[src/rtl/riscv_test_mon_pkg.sv]
// Shared types and default constants for the RISC-V test monitor.
// Latency: none (types and constants only).
// Backpressure: none.
package riscv_test_mon_pkg;

    typedef enum logic [1:0] {
        STAT_PASS    = 2'b00,
        STAT_FAIL    = 2'b01,
        STAT_UNKNOWN = 2'b10,
        STAT_TIMEOUT = 2'b11
    } status_e;

    typedef enum logic [1:0] {
        S_IDLE,
        S_RUN,
        S_SETTLE,
        S_REPORT
    } state_e;

    localparam logic [31:0] DEF_HALT_INST  = 32'hdead10cc;
    localparam logic [31:0] DEF_PASS_MAGIC = 32'h00c0ffee;
    localparam logic [31:0] DEF_FAIL_MAGIC = 32'hdeaddead;

    function automatic status_e classify(input logic [31:0] a0,
                                         input logic [31:0] pass_magic,
                                         input logic [31:0] fail_magic);
        if (a0 == pass_magic)      return STAT_PASS;
        else if (a0 == fail_magic) return STAT_FAIL;
        else                       return STAT_UNKNOWN;
    endfunction

endpackage

[src/rtl/riscv_test_mon_satcnt.sv]
// Saturating up-counter; clear takes effect before the increment.
// Latency: count visible one cycle after i_inc.
// Backpressure: none; holds at all ones.
module riscv_test_mon_satcnt #(
    parameter int W = 8
) (
    input  logic         i_Clk,
    input  logic         i_reset,
    input  logic         i_clr,
    input  logic         i_inc,
    output logic [W-1:0] o_cnt
);

    logic [W-1:0] r_cnt;

    always_ff @(posedge i_Clk) begin
        if (i_reset) begin
            r_cnt <= '0;
        end else if (i_clr) begin
            r_cnt <= i_inc ? W'(1) : '0;
        end else if (i_inc && (r_cnt != '1)) begin
            r_cnt <= r_cnt + 1'b1;
        end
    end

    assign o_cnt = r_cnt;

endmodule

[src/rtl/riscv_test_monitor.sv]
// Halt/timeout test monitor for ISA runs; o_inst_cnt exists with RISCV_TEST_MON_INSTCNT_EN.
// Latency: o_done SETTLE_CYCLES+1 cycles after the halt, one cycle after a timeout.
// Backpressure: none; i_start outside IDLE is dropped.
module riscv_test_monitor
    import riscv_test_mon_pkg::*;
#(
    parameter logic [31:0] HALT_INST     = DEF_HALT_INST,
    parameter logic [31:0] PASS_MAGIC    = DEF_PASS_MAGIC,
    parameter logic [31:0] FAIL_MAGIC    = DEF_FAIL_MAGIC,
    parameter int          MAX_CYCLES    = 10000,
    parameter int          CNT_W         = 16,
    parameter int          SETTLE_CYCLES = 4,
    parameter int          ID_W          = 6,
    parameter int          SUM_W         = 8
) (
    input  logic             i_Clk,
    input  logic             i_reset,
    input  logic             i_start,
    input  logic [ID_W-1:0]  i_test_id,
    input  logic             i_inst_valid,
    input  logic [31:0]      i_inst_data,
    input  logic [31:0]      i_a0,
    input  logic             i_clear,
    output logic             o_busy,
    output logic             o_done,
    output logic [1:0]       o_status,
    output logic [CNT_W-1:0] o_cycles,
    output logic [ID_W-1:0]  o_test_id,
    output logic [SUM_W-1:0] o_pass_cnt,
    output logic [SUM_W-1:0] o_fail_cnt,
    output logic [CNT_W-1:0] o_inst_cnt
);

    localparam int SET_W = (SETTLE_CYCLES > 1) ? $clog2(SETTLE_CYCLES) : 1;
    localparam logic [CNT_W-1:0] LP_LAST_RUN = CNT_W'(MAX_CYCLES - 1);
    localparam logic [CNT_W-1:0] LP_MAX      = CNT_W'(MAX_CYCLES);
    localparam logic [SET_W-1:0] LP_LAST_SET = SET_W'((SETTLE_CYCLES > 0) ? SETTLE_CYCLES - 1 : 0);

    state_e           r_state;
    status_e          r_status;
    logic [CNT_W-1:0] r_cnt;
    logic [CNT_W-1:0] r_halt_cnt;
    logic [SET_W-1:0] r_settle;
    logic [ID_W-1:0]  r_id;
    logic             r_busy;
    logic             r_done;
    logic [CNT_W-1:0] r_cycles;
    logic [ID_W-1:0]  r_test_id;

    logic w_halt;
    logic w_accept;
    logic w_report;

    assign w_halt   = i_inst_valid && (i_inst_data == HALT_INST);
    assign w_accept = (r_state == S_IDLE) && i_start;
    assign w_report = (r_state == S_REPORT);

    // Reported fields change only on entry to REPORT so they stay stable between o_done pulses.
    always_ff @(posedge i_Clk) begin
        if (i_reset) begin
            r_state    <= S_IDLE;
            r_status   <= STAT_PASS;
            r_cnt      <= '0;
            r_halt_cnt <= '0;
            r_settle   <= '0;
            r_id       <= '0;
            r_busy     <= 1'b0;
            r_done     <= 1'b0;
            r_cycles   <= '0;
            r_test_id  <= '0;
        end else begin
            r_done <= 1'b0;
            case (r_state)
                S_IDLE: begin
                    if (i_start) begin
                        r_id    <= i_test_id;
                        r_cnt   <= '0;
                        r_busy  <= 1'b1;
                        r_state <= S_RUN;
                    end
                end
                S_RUN: begin
                    r_cnt <= r_cnt + 1'b1;
                    if (w_halt) begin
                        r_halt_cnt <= r_cnt;
                        r_settle   <= '0;
                        if (SETTLE_CYCLES == 0) begin
                            r_state   <= S_REPORT;
                            r_busy    <= 1'b0;
                            r_done    <= 1'b1;
                            r_status  <= classify(i_a0, PASS_MAGIC, FAIL_MAGIC);
                            r_cycles  <= r_cnt;
                            r_test_id <= r_id;
                        end else begin
                            r_state <= S_SETTLE;
                        end
                    end else if (r_cnt == LP_LAST_RUN) begin
                        r_state   <= S_REPORT;
                        r_busy    <= 1'b0;
                        r_done    <= 1'b1;
                        r_status  <= STAT_TIMEOUT;
                        r_cycles  <= LP_MAX;
                        r_test_id <= r_id;
                    end
                end
                S_SETTLE: begin
                    r_settle <= r_settle + 1'b1;
                    if (r_settle == LP_LAST_SET) begin
                        r_state   <= S_REPORT;
                        r_busy    <= 1'b0;
                        r_done    <= 1'b1;
                        r_status  <= classify(i_a0, PASS_MAGIC, FAIL_MAGIC);
                        r_cycles  <= r_halt_cnt;
                        r_test_id <= r_id;
                    end
                end
                S_REPORT: begin
                    r_state <= S_IDLE;
                end
                default: begin
                    r_state <= S_IDLE;
                end
            endcase
        end
    end

    riscv_test_mon_satcnt #(.W(SUM_W)) u_pass_cnt (
        .i_Clk   (i_Clk),
        .i_reset (i_reset),
        .i_clr   (i_clear),
        .i_inc   (w_report && (r_status == STAT_PASS)),
        .o_cnt   (o_pass_cnt)
    );

    riscv_test_mon_satcnt #(.W(SUM_W)) u_fail_cnt (
        .i_Clk   (i_Clk),
        .i_reset (i_reset),
        .i_clr   (i_clear),
        .i_inc   (w_report && (r_status != STAT_PASS)),
        .o_cnt   (o_fail_cnt)
    );

`ifdef RISCV_TEST_MON_INSTCNT_EN
    riscv_test_mon_satcnt #(.W(CNT_W)) u_inst_cnt (
        .i_Clk   (i_Clk),
        .i_reset (i_reset),
        .i_clr   (w_accept),
        .i_inc   ((r_state == S_RUN) && i_inst_valid),
        .o_cnt   (o_inst_cnt)
    );
`else
    assign o_inst_cnt = '0;
`endif

    assign o_busy    = r_busy;
    assign o_done    = r_done;
    assign o_status  = r_status;
    assign o_cycles  = r_cycles;
    assign o_test_id = r_test_id;

endmodule

[config.mk]
export PLATFORM = sky130hd
export DESIGN_NAME = riscv_test_monitor
export DESIGN_NICKNAME = d
export VERILOG_FILES = /design/src/rtl/riscv_test_mon_pkg.sv /design/src/rtl/riscv_test_mon_satcnt.sv /design/src/rtl/riscv_test_monitor.sv
export SDC_FILE = /design/constraint.sdc
export NUM_CORES = 1
export LEC_CHECK = 0
export ABC_AREA = 1
export CORE_UTILIZATION = 34
export CTS_CLUSTER_SIZE = 25
export DETAILED_ROUTE_END_ITERATION = 16
export GPL_TIMING_DRIVEN = 0
export PLACE_DENSITY = 0.7
export SLEW_MARGIN = 20
export SYNTH_ARGS = -nofsm -noshare
export SYNTH_HDL_FRONTEND = slang
export SYNTH_SLANG_ARGS = --single-unit
[constraint.sdc]
create_clock -name i_Clk -period 5.2 [get_ports i_Clk]
set_input_delay 1.04 -clock i_Clk [delete_from_list [all_inputs] [get_ports i_Clk]]
set_output_delay 1.04 -clock i_Clk [all_outputs]
set_load 0.05 [all_outputs]
==> results of run 1 <==
==> per-layer routing <==
metal  up-vias  part of all wire [%]
li1       2466                     -
met3        11                   5.5
met1      1978                    46
met5         -                     0
met4         0                   1.3
met2       113                    47
==> power groups by stage <==
stage / Clock (W) / Sequential [W] / Combinational (W)
detailed placement: 0 / 0.000812 / 0.000951
global route: 0.000639 / 0.000811 / 0.00104
floorplan: 0 / 0.00105 / 0.000418
finish: 0.000595 / 0.000797 / 0.000952
CTS: 0.000612 / 0.000798 / 0.000956
global placement: 0 / 0.000810 / 0.000947
==> worst max-delay path by stage <==
stage / to / slack (ns) / from / cells after the start
detailed placement: o_test_id[1]$_SDFFE_PP0P_ / 2.26 / i_inst_data[30] / 11
global placement: o_test_id[1]$_SDFFE_PP0P_ / 2.27 / i_inst_valid / 11
CTS: o_pass_cnt[6] / 2.56 / u_pass_cnt.o_cnt[6]$_SDFFE_PP0P_ / 1
floorplan: o_status[0]$_SDFFE_PP0P_ / 3.05 / i_inst_data[30] / 11
finish: o_pass_cnt[6] / 2.58 / u_pass_cnt.o_cnt[6]$_SDFFE_PP0P_ / 1
global route: r_halt_cnt[4]$_SDFFE_PP0P_ / 2.34 / i_inst_data[23] / 9
==> per-stage QoR <==
stage               setup WS (ns)  instances  cell area [um2]
floorplan                    3.05        723             4580
global placement             2.27       1010             5940
detailed placement           2.26       1010             5940
CTS                          2.56       1026             6220
global route                 2.34       1026             6220
finish                       2.58       1026             6220
==> placed cells by master (no fill, tap or decap), drive strengths merged, types with 19 or more instances in the layout <==
cell type | netlist | layout
a21oi | 49 | 49
buf | 28 | 28
clkbuf | 9 | 19
clkdlybuf4s50 | 0 | 115
dfxtp | 84 | 84
inv | 116 | 118
nand2 | 153 | 153
nand3 | 34 | 34
nand4 | 22 | 22
nor2 | 133 | 133
o21ai | 42 | 42
==> area by class of cell <==
cell class                      instances  area share [%]
Multi-Input combinational cell        485            35.7
Tap cell                              172            3.46
Inverter                              117            7.10
Clock inverter                          6           0.764
Buffer                                 37            3.78
Clock buffer                           10            3.68
Timing Repair Buffer                  115            18.5
Sequential cell                        84            27.0
==> registers in the layout, indices dropped and copies added (netlist names) <==
| register | count |
|---|---|
| o_status | 2 |
| u_fail_cnt.o_cnt | 8 |
| u_pass_cnt.o_cnt | 8 |
| r_cnt | 16 |
| r_halt_cnt | 16 |
| o_test_id | 6 |
| o_done | 1 |
| r_id | 6 |
| o_busy | 1 |
| o_cycles | 16 |
| r_settle | 2 |
| r_state | 2 |
==> cells by family after synthesis <==
group,after synthesis
AOI/OAI and AO/OA,97
DFF,84
other,1
and+or+nand+nor,362
buffers and inverters,154
xor gates and xnor gates,2
adders and majority gates,8
==> flow_summary.json, run 1 <==
{
  "worst_setup_path_start_kind": "register",
  "post-route-period-util_pct": 50.3,
  "start_util_pct": 35.4,
  "synth.cell_area_um2": 4520,
  "numPortBuffers": 115,
  "vias_per_cell": 4.45,
  "tns_ns": 0,
  "cp_top_family": "buffers and inverters",
  "rsz0062_at_grt": "false",
  "wl_um": 11000,
  "synth_xor_area_share_pct": 0.387,
  "worstSetupEndpointType": "output pin",
  "grt_overflow": 0,
  "row_count": 41,
  "dieArea_um2": 13800,
  "slew_headroom_pct": 60.0,
  "die_x_um": 117,
  "r2r-end": "o_cycles[7]$_SDFFE_PP0P_",
  "switching_power_w": 0.000944,
  "synthSimpleGateAreaFrac_pct": 33.4,
  "slew_viol_final": 0,
  "antenna_left": 0,
  "path_class": "reg -> out",
  "worst_hold_path.num_cells": 2,
  "synthAdderAreaFrac_pct": 2.21,
  "critPathBufInv": 1,
  "drt-pass1-iter-count": 4,
  "whs_endpoint": "r_halt_cnt[9]$_SDFFE_PP0P_",
  "critical_path.slowest_cell": "clkdlybuf4s50_1",
  "synth_top_family_by_area": "simple AND/OR/NAND/NOR gates",
  "drive_above_1_share_pct": 6.32,
  "ys_ff_latch": 84,
  "hp-start": "r_halt_cnt[9]$_SDFFE_PP0P_",
  "synthToLayoutAreaGrowth_pct": 37.6,
  "synth_edf_count": 0,
  "run_status": "finished, final reports clean",
  "wl_per_cell_um": 10.7,
  "grt_pass1_vias": 4159,
  "clockBufferDepth": 2,
  "clock-skew-final_ns": 0.00873,
  "maxCapViolations": 0,
  "synth_cell_types": 33,
  "finalCoreUtilization_pct": 48.7,
  "synthTopCellsByArea": "dfxtp_1, nand2_1, nor2_1, inv_1, a21oi_1",
  "synth_compound_area_share_pct": 11.7,
  "synth-async-reset-ratio_pct": 0,
  "synth_cells": 708,
  "grt_util_all_layers_pct": 16.6,
  "r2r_start": "r_state[0]$_SDFFE_PP0P_",
  "yosys.area.top_type": "dfxtp_1",
  "synth_largest_type_area_fraction_pct": 37.2,
  "antenna_cells": 0,
  "cp.required_ns": 4.16,
  "final_nets": 932,
  "cts_tree": "yes",
  "grt_max_degree": 16,
  "max_slew.worst_pin.slew_ns": 0.594,
  "p_sw_share_pct": 40.3,
  "cts-hold-fix-buffers": 0,
  "combPwrFrac_pct": 40.6,
  "finalWeightedCongestion": 0.866,
  "synthTopCellsByCount": "nand2_1, nor2_1, inv_1",
  "p_leak_nw": 2.72,
  "top_usage_layer": "met2",
  "cts_inserted_buffers": 9,
  "clock.fmax_ghz": 0.382,
  "clk_pin_slew_ns": 0.06,
  "drc": 0,
  "met3_usage_pct": 3.40,
  "clkSinkCount": 84,
  "clkPwrFrac_pct": 25.4,
  "io_pins": 133,
  "post-route-min-period_ns": 2.62,
  "rr_worst_depth": 10,
  "cts_setup_buffers": 0,
  "grt_antenna_before_repair": 0,
  "yosysSeqAreaShare_pct": 37.2,
  "yosysMostFrequentCell": "nand2_1",
  "final_hold_viol_count": 0,
  "fin_hold_ws_ns": 0.446,
  "h-tree-depth": 3,
  "insertion_delay_ns": 0.34,
  "final-setup-viol-count": 0,
  "register_area_um2": 1680,
  "power.density_nw_per_um2": 377,
  "met1_usage_pct": 21.0,
  "fillers": 1327,
  "ff2ff_setup_slack_ns": 3.22,
  "max_stage_delay_ns": 0.83,
  "drtIter0Drc": 272,
  "synthMuxAreaShare_pct": 0,
  "multi_input_area_um2": 2220,
  "synth_warnings": 0,
  "critPathMaxFanout": 5,
  "clock-root-buffer": "clkbuf_16",
  "grt_first_pass_wirelength_um": 18800,
  "vias": 4568,
  "p_int_w": 0.00140,
  "peakVddDrop_mv": 0.183,
  "use_met2_pct": 27.8,
  "pwr-share-seq_pct": 34.0,
  "dp_hpwl_um": 8580,
  "cp_data_arrival_time_ns": 1.58,
  "core_region_area_um2": 12800,
  "ctsResizeCount": 0,
  "syn_avg_cell_area_um2": 6.39,
  "die_y_um": 117,
  "ys.flop_type": "dfxtp_1",
  "crit_chain": "clkdlybuf4s50_1",
  "hold_class": "reg -> reg",
  "total_power_w": 0.00234
}
No activity file was read; power rests on OpenSTA's default activity.
==> run 2: changes to the inputs <==
--- a/config.mk
+++ b/config.mk
@@ -10,7 +10,7 @@
 export CTS_CLUSTER_SIZE = 25
 export DETAILED_ROUTE_END_ITERATION = 16
 export GPL_TIMING_DRIVEN = 0
-export PLACE_DENSITY = 0.7
+export PLACE_DENSITY = 0.72
 export SLEW_MARGIN = 20
 export SYNTH_ARGS = -nofsm -noshare
 export SYNTH_HDL_FRONTEND = slang
==> constraint.sdc (replaced) <==
create_clock -name i_Clk -period 2.3 [get_ports i_Clk]
set_input_delay 0.46 -clock i_Clk [delete_from_list [all_inputs] [get_ports i_Clk]]
set_output_delay 0.46 -clock i_Clk [all_outputs]
set_load 0.05 [all_outputs]
==> run 2 against run 1 <==
Via count rose by 1.2%. Sequential power rose by 130%. Die area did not move. Non-clock buffer count did not move. Count of clock-buffer cells in the layout did not move. Worst setup slack got worse by 2.3 ns. Sequential cell count did not move. Worst hold slack improved by 0.00087 ns. Clock skew fell by 0.0022 ns. Clock power rose to 2.7 times the previous value. Wire length rose by 1.9%. Sequential share of layout area fell by 0.22 points.
==> flow_summary.json, run 2 (synthesized netlist as in run 1, its figures left out) <==
{
  "drc": 0,
  "cts_inserted_buffers": 9,
  "hold_class": "reg -> reg",
  "insertion_delay_ns": 0.35,
  "core_region_area_um2": 12800,
  "cts_tree": "yes",
  "clk_pin_slew_ns": 0.06,
  "start_util_pct": 35.4,
  "post-route-min-period_ns": 2.05,
  "cp.required_ns": 1.84,
  "clock-root-buffer": "clkbuf_16",
  "place_area_um2": 5940,
  "final_cell_mix": "nand2_1, nor2_1, clkdlybuf4s50_1",
  "max_slew.worst_pin.slew_ns": 0.624,
  "dp_hpwl_um": 8640,
  "die_y_um": 117,
  "vias": 4622,
  "post-route-period-util_pct": 88.9,
  "final-setup-viol-count": 0,
  "clock.fmax_ghz": 0.489,
  "worst_setup_path_start_kind": "register",
  "cts-hold-fix-buffers": 0,
  "h-tree-depth": 3,
  "grt_first_pass_wirelength_um": 18800,
  "drt-pass1-iter-count": 4,
  "ctsResizeCount": 0,
  "synthToLayoutAreaGrowth_pct": 38.7,
  "final_hold_viol_count": 0,
  "run_status": "finished, final reports clean",
  "numPortBuffers": 115,
  "drive_above_1_share_pct": 6.44,
  "grt_overflow": 0,
  "peakVddDrop_mv": 0.395,
  "worstSetupEndpointType": "output pin",
  "clock-skew-final_ns": 0.00654,
  "maxCapViolations": 0,
  "critPathBufInv": 1,
  "grt_pass1_vias": 4271,
  "vias_per_cell": 4.50,
  "grt_antenna_before_repair": 0,
  "die_x_um": 117,
  "finalWeightedCongestion": 0.864,
  "final_nets": 932,
  "cts_setup_buffers": 0,
  "clkSinkCount": 84,
  "crit_chain": "clkdlybuf4s50_1",
  "grt_max_degree": 15,
  "slew_headroom_pct": 58.0,
  "critPathMaxFanout": 5,
  "dieArea_um2": 13800,
  "row_count": 41,
  "grt_util_all_layers_pct": 16.7,
  "cp_data_arrival_time_ns": 1.59,
  "max_stage_delay_ns": 0.84,
  "place_ws_ns": -0.0791,
  "antenna_cells": 0,
  "wl_per_cell_um": 10.9,
  "antenna_left": 0,
  "rsz0062_at_grt": "false",
  "cp_top_family": "buffers and inverters",
  "path_class": "reg -> out",
  "wl_um": 11200,
  "drtIter0Drc": 321,
  "p_leak_nw": 2.74,
  "power.density_nw_per_um2": 886,
  "setup_ws_ns": 0.254,
  "io_pins": 133,
  "final_cell_area_um2": 6270,
  "slew_viol_final": 0,
  "mostFrequentLayoutCell": "nand2_1",
  "critical_path.slowest_cell": "clkdlybuf4s50_1",
  "clockBufferDepth": 2
}
run 2: worst min-delay path: cells and delay by family, from the launching register on:
kind / cells / cell delay (ns)
compound gates: 1 / 0.05
buf+inv: 1 / 0.05
flops: 1 / 0.31
run 2: area by class of cell:
class	instances	area (um2)
fill	1297	6500
multi-input combinational	485	2220
sequential	84	1680
timing repair buffer	115	1150
inverter	117	442
clock buffer	10	239
buffer	37	235
tap	172	215
clock inverter	6	87.6
run 2: stage by stage:
stage / util [%] / cells / TNS [ns] / power, W / hold slack, ns
after global routing: 49.1 / 1026 / 0 / 0.00586 / 0.468
after detailed placement: 46.5 / 1010 / -1.48 / 0.00400 / 0.439
after global placement: 46.5 / 1010 / -0.680 / 0.00397 / 0.434
after CTS: 49.1 / 1026 / 0 / 0.00560 / 0.448
after floorplan: - / 723 / 0 / 0.00332 / 0.424
final: 49.1 / 1026 / 0 / 0.00556 / 0.447
run 2: final timing paths:
path,from,to,slack (ns),depth (start not counted)
hold / removal,r_halt_cnt[15]$_SDFFE_PP0P_,r_halt_cnt[15]$_SDFFE_PP0P_,0.45,2
setup reg to reg,r_state[0]$_SDFFE_PP0P_,r_cnt[14]$_SDFFE_PP0P_,0.29,9
setup / recovery,u_pass_cnt.o_cnt[6]$_SDFFE_PP0P_,o_pass_cnt[6],0.25,1
hold reg to reg,r_halt_cnt[15]$_SDFFE_PP0P_,r_halt_cnt[15]$_SDFFE_PP0P_,0.45,2
run 2: metal layers:
metal	vias to the layer above	track usage [%]	routed length (um)
li1	2467	-	-
met1	2025	19.9	5150
met4	0	6.25	230
met5	-	0	0
met2	112	28.5	5160
met3	18	4.57	630
run 2: power by group:
part	switching (W)	internal, W
combinational	0.00142	0.000751
sequential	0.000130	0.00167
clock	0.000609	0.000978
total	0.00216	0.00340
==> run 3: changes to the inputs <==
--- a/config.mk
+++ b/config.mk
@@ -6,6 +6,7 @@
 export NUM_CORES = 1
 export LEC_CHECK = 0
 export ABC_AREA = 1
+export CORE_MARGIN = 5
 export CORE_UTILIZATION = 34
 export CTS_CLUSTER_SIZE = 25
 export DETAILED_ROUTE_END_ITERATION = 16
==> run 3 against run 2 <==
Sequential power about the same. Cell area down 0.48%. Non-clock buffer count unchanged. Critical path type unchanged. Sequential share of layout area up 0.13 points. Fmax about the same. Largest cell class unchanged. Wire length up 2.3%. Via count up 0.13%.
==> flow_summary.json, run 3 (synthesized netlist as in run 1, its figures left out) <==
{
  "die_y_um": 125,
  "dp_hpwl_um": 9050,
  "fin_hold_ws_ns": 0.444,
  "maxCapViolations": 0,
  "grt_antenna_before_repair": 0,
  "top_usage_layer": "met2",
  "cts-hold-fix-buffers": 0,
  "grt_util_all_layers_pct": 14.4,
  "h-tree-depth": 3,
  "worst_setup_path_start_kind": "register",
  "vias": 4628,
  "critical_path.slowest_cell": "clkdlybuf4s50_1",
  "final_hold_viol_count": 0,
  "grt_pass1_vias": 4294,
  "vias_per_cell": 4.50,
  "hold_class": "reg -> reg",
  "cp_data_arrival_time_ns": 1.59,
  "met1_usage_pct": 17.6,
  "worstSetupEndpointType": "output pin",
  "numPortBuffers": 115,
  "clock.fmax_ghz": 0.488,
  "crit_chain": "clkdlybuf4s50_1",
  "mostFrequentLayoutCell": "nand2_1",
  "antenna_left": 0,
  "place_area_um2": 5950,
  "path_class": "reg -> out",
  "cts_inserted_buffers": 9,
  "dieArea_um2": 15700,
  "finalWeightedCongestion": 0.843,
  "drive_above_1_share_pct": 6.33,
  "drtIter0Drc": 196,
  "finalCoreUtilization_pct": 47.5,
  "max_stage_delay_ns": 0.84,
  "wl_um": 11400,
  "place_ws_ns": -0.0269,
  "final_cell_mix": "nand2_1, nor2_1, clkdlybuf4s50_1",
  "synthToLayoutAreaGrowth_pct": 38.0,
  "die_x_um": 125,
  "power.density_nw_per_um2": 865,
  "antenna_cells": 0,
  "p_leak_nw": 2.73,
  "drc": 0,
  "slew_viol_final": 0,
  "cts_tree": "yes",
  "grt_overflow": 0,
  "row_count": 42,
  "critPathBufInv": 1,
  "wl_per_cell_um": 11.1,
  "rsz0062_at_grt": "false",
  "clk_pin_slew_ns": 0.06,
  "grt_max_degree": 14,
  "slew_headroom_pct": 53.4,
  "post-route-min-period_ns": 2.05,
  "core_region_area_um2": 13100,
  "clockBufferDepth": 2,
  "cp_top_family": "buffers and inverters",
  "use_met2_pct": 25.2,
  "peakVddDrop_mv": 0.397,
  "critPathMaxFanout": 5,
  "clock-skew-final_ns": 0.00444,
  "grt_first_pass_wirelength_um": 19100,
  "ctsResizeCount": 0,
  "max_slew.worst_pin.slew_ns": 0.693,
  "final_nets": 932,
  "cts_setup_buffers": 0,
  "setup_ws_ns": 0.253,
  "cp.required_ns": 1.84,
  "final-setup-viol-count": 0,
  "post-route-period-util_pct": 89.0,
  "start_util_pct": 34.4,
  "fillers": 1344,
  "clock-root-buffer": "clkbuf_16",
  "io_pins": 133,
  "run_status": "finished, final reports clean",
  "clkSinkCount": 84,
  "insertion_delay_ns": 0.33,
  "drt-pass1-iter-count": 5,
  "final_cell_area_um2": 6240,
  "met3_usage_pct": 3.37,
  "tns_ns": 0
}
-- run 3: cell count changes in the layout (fill, tap and decap cells not counted) --
cell        delta
bufinv_16      -1
clkinv_2       +2
clkinvlp_4     -2
-- run 3: final timing paths --
check                                    from                               end  slack [ns]  cells after the start
min reg2reg       r_halt_cnt[12]$_SDFFE_PP0P_       r_halt_cnt[12]$_SDFFE_PP0P_        0.44                      2
min               r_halt_cnt[12]$_SDFFE_PP0P_       r_halt_cnt[12]$_SDFFE_PP0P_        0.44                      2
max          u_pass_cnt.o_cnt[7]$_SDFFE_PP0P_                     o_pass_cnt[7]        0.25                      1
max reg2reg           r_state[1]$_SDFFE_PP0P_  u_fail_cnt.o_cnt[5]$_SDFFE_PP0P_        0.30                      7
-- run 3: layout make-up --
type                    count  area, um2  share of cell area (%)
plain buffers              37        235                    3.77
repair buffers            115       1150                    18.4
clock inverters             5       52.6                   0.842
flip-flops and latches     84       1680                    26.9
multi-input cells         485       2220                    35.6
well taps                 176        220                    3.53
clock buffers              10        239                    3.83
inverters                 117        442                    7.08
-- run 3: report_power, final --
part | internal [W] | switching, W
Sequential | 0.00167 | 0.000134
Combinational | 0.000751 | 0.00142
Clock | 0.000858 | 0.000560
Total | 0.00328 | 0.00211
-- run 3: worst reg2reg max path: cells and delay by family (launching register included) --
family | cells | cell delay, ns
AO/OA/AOI/OAI | 4 | 1.04
adder cells (fa/ha/maj) | 1 | 0.20
buffers and inverters | 1 | 0.06
flip-flops | 1 | 0.40
AND/OR/NAND/NOR | 1 | 0.18
-- run 3: stage by stage --
stage	total power, W	std cells
after floorplan	0.00332	723
after global placement	0.00399	1014
after detailed placement	0.00401	1014
after CTS	0.00544	1029
after global routing	0.00574	1029
final	0.00540	1029
-- run 3: metal layers --
| metal | part of all wire (%) | vias to the layer above | routed length, um |
|---|---|---|---|
| met2 | 48 | 100 | 5510 |
| met3 | 5.6 | 10 | 640 |
| met4 | 0.98 | 0 | 112 |
| met5 | 0 | - | 0 |
| li1 | - | 2463 | - |
| met1 | 45 | 2055 | 5160 |
